`src/rtl/fetch_pc_if.sv`:
```
// Bundle between the fetch PC controller and the decode/execute/control side.
// The slave modport is the controller's view of the bundle.
interface fetch_pc_if;
    logic        stall;
    logic        id_branch;
    logic        id_call;
    logic        id_ret;
    logic        alu_done;
    logic        update_done;
    logic [15:0] PC_update;
    logic        PC_src;
    logic [15:0] PC_out;
    logic        fetch_valid;
    logic        flush_IF_ID;
    logic        hault;
    logic [15:0] ret_addr;
    logic        redirect_err;

    modport master (
        output stall, id_branch, id_call, id_ret,
        output alu_done, update_done, PC_update, PC_src,
        input  PC_out, fetch_valid, flush_IF_ID, hault, ret_addr, redirect_err
    );

    modport slave (
        input  stall, id_branch, id_call, id_ret,
        input  alu_done, update_done, PC_update, PC_src,
        output PC_out, fetch_valid, flush_IF_ID, hault, ret_addr, redirect_err
    );
endinterface

```
`src/rtl/fetch_pc_ctrl.sv`:
```
// Fetch-side PC owner: sequential increment, halt/squash on control ops,
// redirect load from execute, and a watchdog on the redirect wait.
module fetch_pc_ctrl #(
    parameter logic [15:0] RESET_PC = 16'h0000,
    parameter int unsigned WAIT_MAX = 15
) (
    input  logic       clk,
    input  logic       rst_n,
    fetch_pc_if.slave  bus
);

    typedef enum logic [1:0] {
        ST_RUN     = 2'd0,
        ST_WAIT_BR = 2'd1,
        ST_WAIT_CR = 2'd2
    } state_t;

    localparam logic [8:0] WAIT_LIMIT = 9'(WAIT_MAX);

    state_t      state_q, state_d;
    logic [15:0] pc_q, pc_d;
    logic [15:0] ret_addr_q, ret_addr_d;
    logic [7:0]  wait_cnt_q, wait_cnt_d;
    logic        err_q, err_d;
    logic        flush_q, flush_d;
    logic        hault_q, hault_d;
    logic        started_q;

    logic ctrl_op;
    logic strobe_ok;
    logic wd_fire;

    assign ctrl_op   = bus.id_branch | bus.id_call | bus.id_ret;
    assign strobe_ok = bus.alu_done | ((state_q == ST_WAIT_CR) & bus.update_done);
    assign wd_fire   = (({1'b0, wait_cnt_q} + 9'd1) == WAIT_LIMIT);

    always_comb begin
        state_d    = state_q;
        pc_d       = pc_q;
        ret_addr_d = ret_addr_q;
        wait_cnt_d = wait_cnt_q;
        err_d      = err_q;
        flush_d    = 1'b0;
        hault_d    = hault_q;

        case (state_q)
            ST_RUN: begin
                // The first cycle out of reset issues no fetch, so nothing advances.
                if (started_q && !bus.stall) begin
                    if (ctrl_op) begin
                        flush_d    = 1'b1;
                        hault_d    = 1'b1;
                        wait_cnt_d = 8'd0;
                        if (bus.id_branch) begin
                            state_d = ST_WAIT_BR;
                        end else begin
                            state_d = ST_WAIT_CR;
                            if (bus.id_call) begin
                                ret_addr_d = pc_q;
                            end
                        end
                    end else begin
                        pc_d = pc_q + 16'd1;
                    end
                end
            end
            ST_WAIT_BR, ST_WAIT_CR: begin
                if (strobe_ok) begin
                    if (bus.PC_src) begin
                        pc_d = bus.PC_update;
                    end
                    state_d = ST_RUN;
                    hault_d = 1'b0;
                end else if (wd_fire) begin
                    // Give up on the redirect; PC stays on the fall-through address.
                    err_d   = 1'b1;
                    state_d = ST_RUN;
                    hault_d = 1'b0;
                end else begin
                    wait_cnt_d = wait_cnt_q + 8'd1;
                end
            end
            default: begin
                state_d = ST_RUN;
                hault_d = 1'b0;
            end
        endcase
    end

    always_ff @(posedge clk or negedge rst_n) begin
        if (!rst_n) begin
            state_q    <= ST_RUN;
            pc_q       <= RESET_PC;
            ret_addr_q <= 16'h0000;
            wait_cnt_q <= 8'd0;
            err_q      <= 1'b0;
            flush_q    <= 1'b0;
            hault_q    <= 1'b0;
            started_q  <= 1'b0;
        end else begin
            state_q    <= state_d;
            pc_q       <= pc_d;
            ret_addr_q <= ret_addr_d;
            wait_cnt_q <= wait_cnt_d;
            err_q      <= err_d;
            flush_q    <= flush_d;
            hault_q    <= hault_d;
            started_q  <= 1'b1;
        end
    end

    assign bus.PC_out       = pc_q;
    assign bus.fetch_valid  = started_q & (state_q == ST_RUN) & ~bus.stall;
    assign bus.flush_IF_ID  = flush_q;
    assign bus.hault        = hault_q;
    assign bus.ret_addr     = ret_addr_q;
    assign bus.redirect_err = err_q;

endmodule

```
`src/flat_wrapper.sv`:
```
// flat-port wrapper written by rule: the top's interface ports become plain ports
module fetch_pc_ctrl_flat 
#(
    parameter logic [15:0] RESET_PC = 16'h0000,
    parameter int unsigned WAIT_MAX = 15
)
  (clk, rst_n, bus_stall, bus_id_branch, bus_id_call, bus_id_ret, bus_alu_done, bus_update_done, bus_PC_update, bus_PC_src, bus_PC_out, bus_fetch_valid, bus_flush_IF_ID, bus_hault, bus_ret_addr, bus_redirect_err);
  fetch_pc_if bus_i ();
  input  logic clk;
  input  logic rst_n;
  input wire logic [$bits(bus_i.stall)-1:0] bus_stall;
  input wire logic [$bits(bus_i.id_branch)-1:0] bus_id_branch;
  input wire logic [$bits(bus_i.id_call)-1:0] bus_id_call;
  input wire logic [$bits(bus_i.id_ret)-1:0] bus_id_ret;
  input wire logic [$bits(bus_i.alu_done)-1:0] bus_alu_done;
  input wire logic [$bits(bus_i.update_done)-1:0] bus_update_done;
  input wire logic [$bits(bus_i.PC_update)-1:0] bus_PC_update;
  input wire logic [$bits(bus_i.PC_src)-1:0] bus_PC_src;
  output wire logic [$bits(bus_i.PC_out)-1:0] bus_PC_out;
  output wire logic [$bits(bus_i.fetch_valid)-1:0] bus_fetch_valid;
  output wire logic [$bits(bus_i.flush_IF_ID)-1:0] bus_flush_IF_ID;
  output wire logic [$bits(bus_i.hault)-1:0] bus_hault;
  output wire logic [$bits(bus_i.ret_addr)-1:0] bus_ret_addr;
  output wire logic [$bits(bus_i.redirect_err)-1:0] bus_redirect_err;
  assign bus_i.stall = bus_stall;
  assign bus_i.id_branch = bus_id_branch;
  assign bus_i.id_call = bus_id_call;
  assign bus_i.id_ret = bus_id_ret;
  assign bus_i.alu_done = bus_alu_done;
  assign bus_i.update_done = bus_update_done;
  assign bus_i.PC_update = bus_PC_update;
  assign bus_i.PC_src = bus_PC_src;
  assign bus_PC_out = bus_i.PC_out;
  assign bus_fetch_valid = bus_i.fetch_valid;
  assign bus_flush_IF_ID = bus_i.flush_IF_ID;
  assign bus_hault = bus_i.hault;
  assign bus_ret_addr = bus_i.ret_addr;
  assign bus_redirect_err = bus_i.redirect_err;
  fetch_pc_ctrl #(.RESET_PC(RESET_PC), .WAIT_MAX(WAIT_MAX)) u_core (.clk(clk), .rst_n(rst_n), .bus(bus_i));
endmodule
```
`config.mk`:
```
export PLATFORM = sky130hd
export DESIGN_NAME = fetch_pc_ctrl_flat
export DESIGN_NICKNAME = d
export VERILOG_FILES = /design/src/rtl/fetch_pc_if.sv /design/src/rtl/fetch_pc_ctrl.sv /design/src/flat_wrapper.sv
export SDC_FILE = /design/constraint.sdc
export NUM_CORES = 1
export LEC_CHECK = 0
export ABC_AREA = 1
export CELL_PAD_IN_SITES_DETAIL_PLACEMENT = 1
export CELL_PAD_IN_SITES_GLOBAL_PLACEMENT = 1
export CORE_MARGIN = 1
export CORE_UTILIZATION = 40
export CTS_BUF_LIST = sky130_fd_sc_hd__clkbuf_8
export DETAILED_ROUTE_END_ITERATION = 10
export MAX_ROUTING_LAYER = met4
export PLACE_DENSITY = 0.87
export SYNTH_ARGS = -nofsm -noshare
export SYNTH_HDL_FRONTEND = slang
export SYNTH_SLANG_ARGS = --single-unit
```
`constraint.sdc`:
```
create_clock -name clk -period 3.2 [get_ports clk]
set_input_delay 0.48 -clock clk [delete_from_list [all_inputs] [get_ports clk]]
set_output_delay 0.48 -clock clk [all_outputs]
set_load 0.005 [all_outputs]
```
Yosys cells after proc, flatten, opt, wreduce, memory -nomap -nowiden
Cells that the tools add are included.
- output and inout bits: 36
- word-level logic and storage cells: 65
- memories kept: 0
- bits in read-only memories: 0
- input port bits: 25
- register bits: 46
- bits in writable memories: 0
- latch bits: 0
- shift-type cells: 0
- multiply operators: 0
- multiplexer cells: 24
- div/mod/pow operators: 0
- bitwise operators: 9
- magnitude comparators: 0
- reduce and logical (&&, ||, !) cells: 10
- $add $sub $neg: 3
- equal/unequal tests: 11
- operator list (kind ; number):
    16-bit 2-to-1 mux ; 4
    8-bit 2-to-1 mux ; 4
    16-bit one-hot mux with 2 select lines ; 1
    16-bit by 1-bit adder with 16-bit output, second input constant ; 1
    8-bit one-hot mux with 2 select lines ; 1
    5-bit AND reduction ; 3
    2-bit 2-to-1 mux ; 5
    8-bit by 1-bit adder with 9-bit output, second input constant ; 1
    9-bit by 4-bit equality test with 1-bit output, second input constant ; 1
    8-bit by 1-bit adder with 8-bit output, second input constant ; 1
    2-bit != test, second input constant ; 4
    1-bit 2-to-1 mux ; 7
    2-bit by 1-bit != test with 1-bit output, second input constant ; 3
    3-bit AND reduction ; 2
    2-bit one-hot mux with 2 select lines ; 1
    1-bit bitwise AND ; 3
    3-bit by 1-bit != test with 1-bit output, second input constant ; 1
    1-bit inverter ; 3
    1-bit OR ; 3
    2-bit by 1-bit equality test with 1-bit output, second input constant ; 1
    2-bit equality test, second input constant ; 1
    2-bit logical NOT ; 1
    1-bit one-hot mux with 2 select lines ; 1
    2-bit nonzero test ; 1
    3 further kinds ; 3

Depth between registers and ports, before layout
Gate-level depths: netlist of the first run.
- depth in word-level cells: 5
- gate-level depth with buffers: 11
- depth with buffers taken out: 11

Worst setup path after synthesis of the first run
No wires, ideal clock.
- path kind: register to register
- from: register u_core.state_q[0]
- to: register u_core.pc_q[10], in the netlist u_core.bus.PC_out[10]
- setup slack: 1483 ps
- period minus slack after synthesis: 1717 ps
- cell stages (with the launch flop): 11
- arrival time: 1587 ps
- data required time: 3070 ps
- library setup time: 130 ps
- path buffers: 2
- path through: dfrtp_1 inv_1 ha_1 buf_6 inv_2 nor2_1 nor2_1 nand4_2 inv_2 buf_2 a31oi_1
- word-level cells in the longest chain between the ends: 5
- elaborated cells between the ends (all ways): 13
- classes of those cells: eq/ne: 6; mux: 1; bitwise: 2; reduce/logical: 4
- RTL lines (item ; RTL line ; text):
    from (decl) ; fetch_pc_ctrl.sv:20 ; state_t state_q, state_d;
    from (signal assigned) ; fetch_pc_ctrl.sv:101 ; state_q <= state_d;
    2-bit equality test ; fetch_pc_ctrl.sv:34, fetch_pc_ctrl.sv:46 ;
    1-bit bitwise AND ; fetch_pc_ctrl.sv:34 ; assign strobe_ok = bus.alu_done | ((state_q == ST_WAIT_CR) & bus.update_done);
    1-bit OR ; fetch_pc_ctrl.sv:34 ;
    2-bit by 1-bit != test with 1-bit output (no source line) ; n/a ;
    5-bit AND reduction (no source line) ; n/a ;
    to (signal assigned) ; fetch_pc_ctrl.sv:102 ; pc_q <= pc_d;
    to (decl) ; fetch_pc_ctrl.sv:21 ; logic [15:0] pc_q, pc_d;
Several ways; a longest one is shown, not always the timed one.
A chain may end at the register's enable or synchronous reset.

Worst setup path in the final report of the first run
- from: register u_core.state_q[0]
- to: register u_core.pc_q[7], in the netlist u_core.bus.PC_out[7]
Same word-level chain as after synthesis.

==> results.cfg, run 1 <==
[outcome]
outcome = completed

[min_path]
min_path_type = in2async

[cells_and_area]
fin_area_sq_um = 3351
final_nets = 427
stdcell_count = 474
fillers = 800
diodes = 0
syn_to_final_growth_pct = 28.20
layout-drive-gt1-share = 0.08564

[grt]
grt_max_degree = 47
grt_pass1_vias = 2562
grt_pass1_wl_um = 12710
groute.usage.overall = 0.2330
grt_overflow = 0
antenna_found_initial = 0

[power]
power_frac_seq = 0.338
leakage_nw = 1.548
p_switching_mw = 1.329
powerDensity_nw_per_um2 = 892.9
clock_power_share = 0.125
ir_drop_uv = 413.1
power_switching_share = 0.4443
internal_power_mw = 1.663
p_comb_frac = 0.537

[logic_synthesis]
yosys-top-cells-area = dfrtp_1 44%, nand2_1 12%, inv_1 5.2%
synth_top_area_frac = 0.4404
synth_nets = 369
syn-instance-count = 338
async_flop_share = 1.000
synthFlopType = dfrtp_1
ys_warn_count = 0
yosysTopAreaCell = dfrtp_1
synth_seq_cells = 46
ys_seq_area_frac = 0.4404
syn_area_sq_um = 2614
avgSynthCellArea_sq_um = 7.733
yosysUniqueCellTypes = 34
synth.most_common_cell = nand2_1
synth-edff-count = 0
synthTopCellsByCount = 87 x nand2_1, 46 x dfrtp_1, 36 x inv_1, 32 x nor2_1, 27 x o21ai_0

[clock_tree]
numClockSinks = 46
tritoncts = yes
ctsResizeCount = 0
cts_root_buf = clkbuf_8
postCtsSetupRepairBufs = 0
cts_max_path_buffers = 2
cts_hold_buf = 0
cts_buffers = 5
clk_latency_ns = 0.31
path_clk_slew_ns = 0.10
htreeDepth = 2

[worst_setup_path]
timing.rr.end = u_core.bus.PC_out[7]$_DFFE_PN0P_
crit_required_ns = 3.43
worstPathArrival_ns = 2.71
crit_fanout = 27
cp-start-kind = flop
rr_startpoint = u_core.state_q[0]$_DFFE_PN0P_
reg2reg_slack_ns = 0.72
cp-end-kind = flop
path_class = reg2reg
reg2reg_depth = 9

[floorplan]
io_pins = 61
die_w_um = 82.84
start_util = 0.4140
fp.dieH_um = 82.84
coreArea_sq_um = 6314
num_rows = 29
die_area_sq_um = 6862

[timing]
hold_violations = 0
finalClockSkew_ns = 0.01049
tns_ns = 0
post-route-period-util = 0.7759
rsz0062_at_grt = false
final_max_slew_viol_count = 0
timing.slew.headroom = 0.2916
worst_slack_ns = 0.7172
max_freq_ghz = 0.4028
finalSetupViolations = 0
timing.final.crit_period_ns = 2.483
worstMarginPinSlew_ns = 1.063

[route]
first_pass_iters = 4
wl_per_cell_um = 15.52
ant_nets = 0
drt_first_iter_violations = 184
via_count = 2485
route.detailed.vias_per_inst = 5.243
drc = 0
routed_wl_um = 7355

[placement]
dp_cells = 466
dp_slack_ns = 0.7670
dpl.hpwl_um = 5548
gp_congestion = 0.8640
place_area_sq_um = 3261
port_buffers = 60

[job]
drv_cap = 0
flip-flops by register name, summed over array words and instances, names as in the netlist:
register and cells:
u_core.started_q 1, u_core.state_q 2, u_core.bus.ret_addr 16, u_core.wait_cnt_q 8, u_core.bus.hault 1, u_core.bus.flush_IF_ID 1
u_core.bus.PC_out 16, u_core.bus.redirect_err 1
routing by layer:
layer  wire, um  global-route usage  part of all wire
met1       3314              0.3088              0.45
met2       3640              0.3823              0.49
met3        287             0.02883             0.039
met4        112             0.05643             0.015
met5          0                   -                 0
kinds of logic (layout without fill, tap and decap cells):
kind of cell               Yosys count  in the layout  synth area share
and+or+nand+nor                    168            168            0.2987
other                                1              1          0.001435
buffers and inverters               51            110           0.08042
muxes                                1              1          0.004308
xor gates and xnor gates             5              5           0.01675
DFF                                 46             46            0.4404
AOI/OAI and AO/OA                   60             60            0.1293
adders and majority gates            6              6           0.02872
how the worst max path moves through the flow:
| stage | startpoint | end | slack, ns |
|---|---|---|---|
| CTS | u_core.state_q[0]$_DFFE_PN0P_ | u_core.bus.PC_out[7]$_DFFE_PN0P_ | 0.74 |
| finish | u_core.state_q[0]$_DFFE_PN0P_ | u_core.bus.PC_out[7]$_DFFE_PN0P_ | 0.72 |
| detailed placement | u_core.state_q[0]$_DFFE_PN0P_ | u_core.bus.PC_out[7]$_DFFE_PN0P_ | 0.77 |
| global route | u_core.state_q[0]$_DFFE_PN0P_ | u_core.bus.PC_out[15]$_DFFE_PN0P_ | 0.44 |
| global placement | u_core.state_q[0]$_DFFE_PN0P_ | u_core.bus.PC_out[12]$_DFFE_PN0P_ | 0.89 |
| floorplan | u_core.state_q[0]$_DFFE_PN0P_ | u_core.bus.PC_out[10]$_DFFE_PN0P_ | 1.48 |
cells in the final DEF, fill, tap and decap left out, types with 2 or more instances in the layout:
| master | instances |
|---|---|
| a21oi_1 | 8 |
| inv_1 | 36 |
| nor2_2 | 4 |
| o211ai_1 | 3 |
| buf_4 | 2 |
| nand3_1 | 18 |
| o22ai_1 | 4 |
| inv_2 | 4 |
| ha_1 | 6 |
| nor2_4 | 2 |
| nand4_1 | 12 |
| clkbuf_8 | 5 |
| nor3_1 | 2 |
| dfrtp_1 | 46 |
| xor2_1 | 5 |
| nor2_1 | 32 |
| or2_2 | 2 |
| clkdlybuf4s50_1 | 59 |
| a31oi_1 | 3 |
| o21ai_1 | 11 |
| nand2_1 | 87 |
| nand2_2 | 5 |
| o21ai_0 | 27 |
critical path, stage by stage, from the launching register on:
cell and delay (ns):
dfrtp_1 0.39, inv_1 0.08, ha_1 0.54, inv_2 0.27, nor2_1 0.06, nor2_1 0.12, nand4_2 0.20, inv_2 0.38
o21ai_0 0.20, a22oi_1 0.17
through the flow:
stage               hold slack (ns)  utilization  power, mW
global route                 0.4390       0.5307      3.241
finish                       0.3543       0.5307      2.992
detailed placement           0.4733       0.5164      2.621
floorplan                    0.1844            -      1.954
global placement             0.4626       0.5164      2.546
CTS                          0.3918       0.5307      3.006
layout make-up:
| class | count | area (sq um) | share of cell area |
|---|---|---|---|
| Multi-Input combinational cell | 241 | 1252 | 0.3738 |
| Inverter | 40 | 150.1 | 0.04481 |
| Clock buffer | 5 | 68.82 | 0.02054 |
| Sequential cell | 46 | 1151 | 0.3435 |
| Timing Repair Buffer | 62 | 610.6 | 0.1822 |
| Tap cell | 77 | 96.34 | 0.02875 |
| Clock inverter | 3 | 21.27 | 0.006348 |
power groups by stage:
stage          Sequential (mW)  Clock [mW]  Combinational (mW)
6_report                  1.01       0.374                1.61
2_1_floorplan            0.987           0               0.967
3_3_place_gp              1.00           0                1.54
3_5_place_dp              1.02           0                1.60
5_1_grt                   1.05       0.398                1.79
4_1_cts                   1.01       0.379                1.61
(Power assumes the default switching activity.)
==> run 2, diff against run 1 <==
--- a/config.mk
+++ b/config.mk
@@ -9,11 +9,11 @@
 export CELL_PAD_IN_SITES_DETAIL_PLACEMENT = 1
 export CELL_PAD_IN_SITES_GLOBAL_PLACEMENT = 1
 export CORE_MARGIN = 1
-export CORE_UTILIZATION = 40
+export CORE_UTILIZATION = 34
 export CTS_BUF_LIST = sky130_fd_sc_hd__clkbuf_8
 export DETAILED_ROUTE_END_ITERATION = 10
 export MAX_ROUTING_LAYER = met4
-export PLACE_DENSITY = 0.87
+export PLACE_DENSITY = 0.79
 export SYNTH_ARGS = -nofsm -noshare
 export SYNTH_HDL_FRONTEND = slang
 export SYNTH_SLANG_ARGS = --single-unit
==> constraint.sdc (replaced) <==
create_clock -name clk -period 2.1 [get_ports clk]
set_input_delay 0.315 -clock clk [delete_from_list [all_inputs] [get_ports clk]]
set_output_delay 0.315 -clock clk [all_outputs]
set_load 0.005 [all_outputs]
==> results.cfg, run 2 (synthesis results as in run 1) <==
[floorplan]
fp.dieH_um = 89.68
coreArea_sq_um = 7331
start_util = 0.3565
io_pins = 61
die_area_sq_um = 8043
num_rows = 31
die_w_um = 89.68

[timing]
timing.final.crit_period_ns = 1.899
tns_ns = 0
finalClockSkew_ns = 0.01328
whs_ns = -0.005120
timing.slew.headroom = 0.6169
worstMarginPinSlew_ns = 0.5746
worst_slack_ns = 0.2006
final_max_slew_viol_count = 0
max_freq_ghz = 0.5265
finalSetupViolations = 0
post-route-period-util = 0.9045
rsz0062_at_grt = false
hold_violations = 9

[worst_setup_path]
reg2reg_depth = 8
cp-start-kind = flop
cp-end-kind = flop
path_class = reg2reg
cpMostUsedCell = nand2_1
slowest_delay_ns = 0.41
critical_path.cell_chain = inv_1 -> ha_2 -> inv_2 -> buf_4 -> or2_2 -> nand3_4 -> nand2_1 -> nand2_1
timing.rr.end = u_core.wait_cnt_q[3]$_DFFE_PN0P_
reg2reg_slack_ns = 0.20
rr_startpoint = u_core.state_q[0]$_DFFE_PN0P_
crit_required_ns = 2.30
cp_slowest_cell = dfrtp_1
crit_fanout = 30
worstPathArrival_ns = 2.09

[cells_and_area]
final_common_cell = nand2_1
final_cell_mix = 87 x nand2_1, 58 x clkdlybuf4s50_1, 46 x dfrtp_1
stdcell_count = 500
diodes = 0
syn_to_final_growth_pct = 31.07
fin_util = 0.4673
layout-drive-gt1-share = 0.09476
fillers = 905
final_nets = 432

[grt]
grt_max_degree = 31
grt_util_met2 = 0.3375
grt_overflow = 0
antenna_found_initial = 0
use_met3 = 0.03016
grt_use_met1 = 0.2603
gr-max-usage-layer = met2
grt_pass1_vias = 2517
grt_pass1_wl_um = 12120
groute.usage.overall = 0.2042

[clock_tree]
numClockSinks = 46
postCtsSetupRepairBufs = 0
cts_buffers = 5
cts_root_buf = clkbuf_8
path_clk_slew_ns = 0.10
tritoncts = yes
clk_latency_ns = 0.31
cts_max_path_buffers = 2
htreeDepth = 2

[route]
ant_nets = 0
wl_per_cell_um = 14.64
drc = 0
drt_first_iter_violations = 82
via_count = 2463
route.detailed.vias_per_inst = 4.926
routed_wl_um = 7321
first_pass_iters = 4

[placement]
port_buffers = 60
dp_slack_ns = 0.06560
dpl.hpwl_um = 5681
gp_congestion = 0.8356
dp_cells = 493

[job]
drv_cap = 0

[power]
leakage_nw = 1.588
powerDensity_nw_per_um2 = 1358
ir_drop_uv = 939.2
total_power_mw = 4.651

[min_path]
min_path_type = in2async

[outcome]
outcome = finished, violations left
violations = negative hold slack
run 2: cell count changes in the layout (fill, tap and decap cells not counted):
cell	previous run	this run
buf_4	2	6
buf_12	0	1
clkdlybuf4s50_1	59	58
clkinv_2	1	0
clkinv_4	1	0
dlymetal6s2s_1	0	1
ha_1	6	5
ha_2	0	1
inv_1	36	37
inv_2	4	3
inv_4	0	1
run 2: final cells by class:
type / count / area [sq um] / area share
Multi-Input combinational cell: 241 / 1255 / 0.3663
Sequential cell: 46 / 1151 / 0.3360
Timing Repair Buffer: 67 / 663.1 / 0.1936
Inverter: 40 / 152.6 / 0.04456
Tap cell: 99 / 123.9 / 0.03616
Clock buffer: 5 / 68.82 / 0.02009
Clock inverter: 2 / 11.26 / 0.003287
run 2: worst max path at each step:
stage | end | startpoint
6_report | u_core.wait_cnt_q[3]$_DFFE_PN0P_ | u_core.state_q[0]$_DFFE_PN0P_
3_5_place_dp | u_core.bus.PC_out[7]$_DFFE_PN0P_ | u_core.state_q[0]$_DFFE_PN0P_
2_1_floorplan | u_core.bus.PC_out[10]$_DFFE_PN0P_ | u_core.state_q[0]$_DFFE_PN0P_
5_1_grt | u_core.bus.PC_out[7]$_DFFE_PN0P_ | u_core.state_q[0]$_DFFE_PN0P_
3_3_place_gp | u_core.bus.PC_out[7]$_DFFE_PN0P_ | u_core.state_q[0]$_DFFE_PN0P_
4_1_cts | bus_fetch_valid | u_core.state_q[0]$_DFFE_PN0P_
run 2: routing by layer:
layer  vias up  part of all wire
met4         0             0.017
met1      1182              0.46
li1       1224                 -
met2        48              0.50
met3         9             0.024
met5         -                 0
run 2: what timing repair did:
item	CTS	global route
endpoints found under the hold margin	0	0
endpoints found under the setup margin	0	8
gates resized for setup	0	4
hold buffers	0	0
run 2: critical path, delay by kind of cell (launching register included):
kind	cells	cell delay, ns
simple gates	4	0.61
buf+inv	3	0.48
flops	1	0.41
fa+ha+maj	1	0.30
run 2: power by group:
group	switching [mW]	internal (mW)
clock network	0.318	0.224
logic	1.41	1.16
registers	0.309	1.22
run 2: stage by stage:
stage | cell area, sq um | hold WS [ns]
floorplan | 2614 | 0.01941
global placement | 3338 | 0.3414
detailed placement | 3338 | 0.3433
CTS | 3418 | 0.01236
global route | 3426 | 0.02505
finish | 3426 | -0.005120
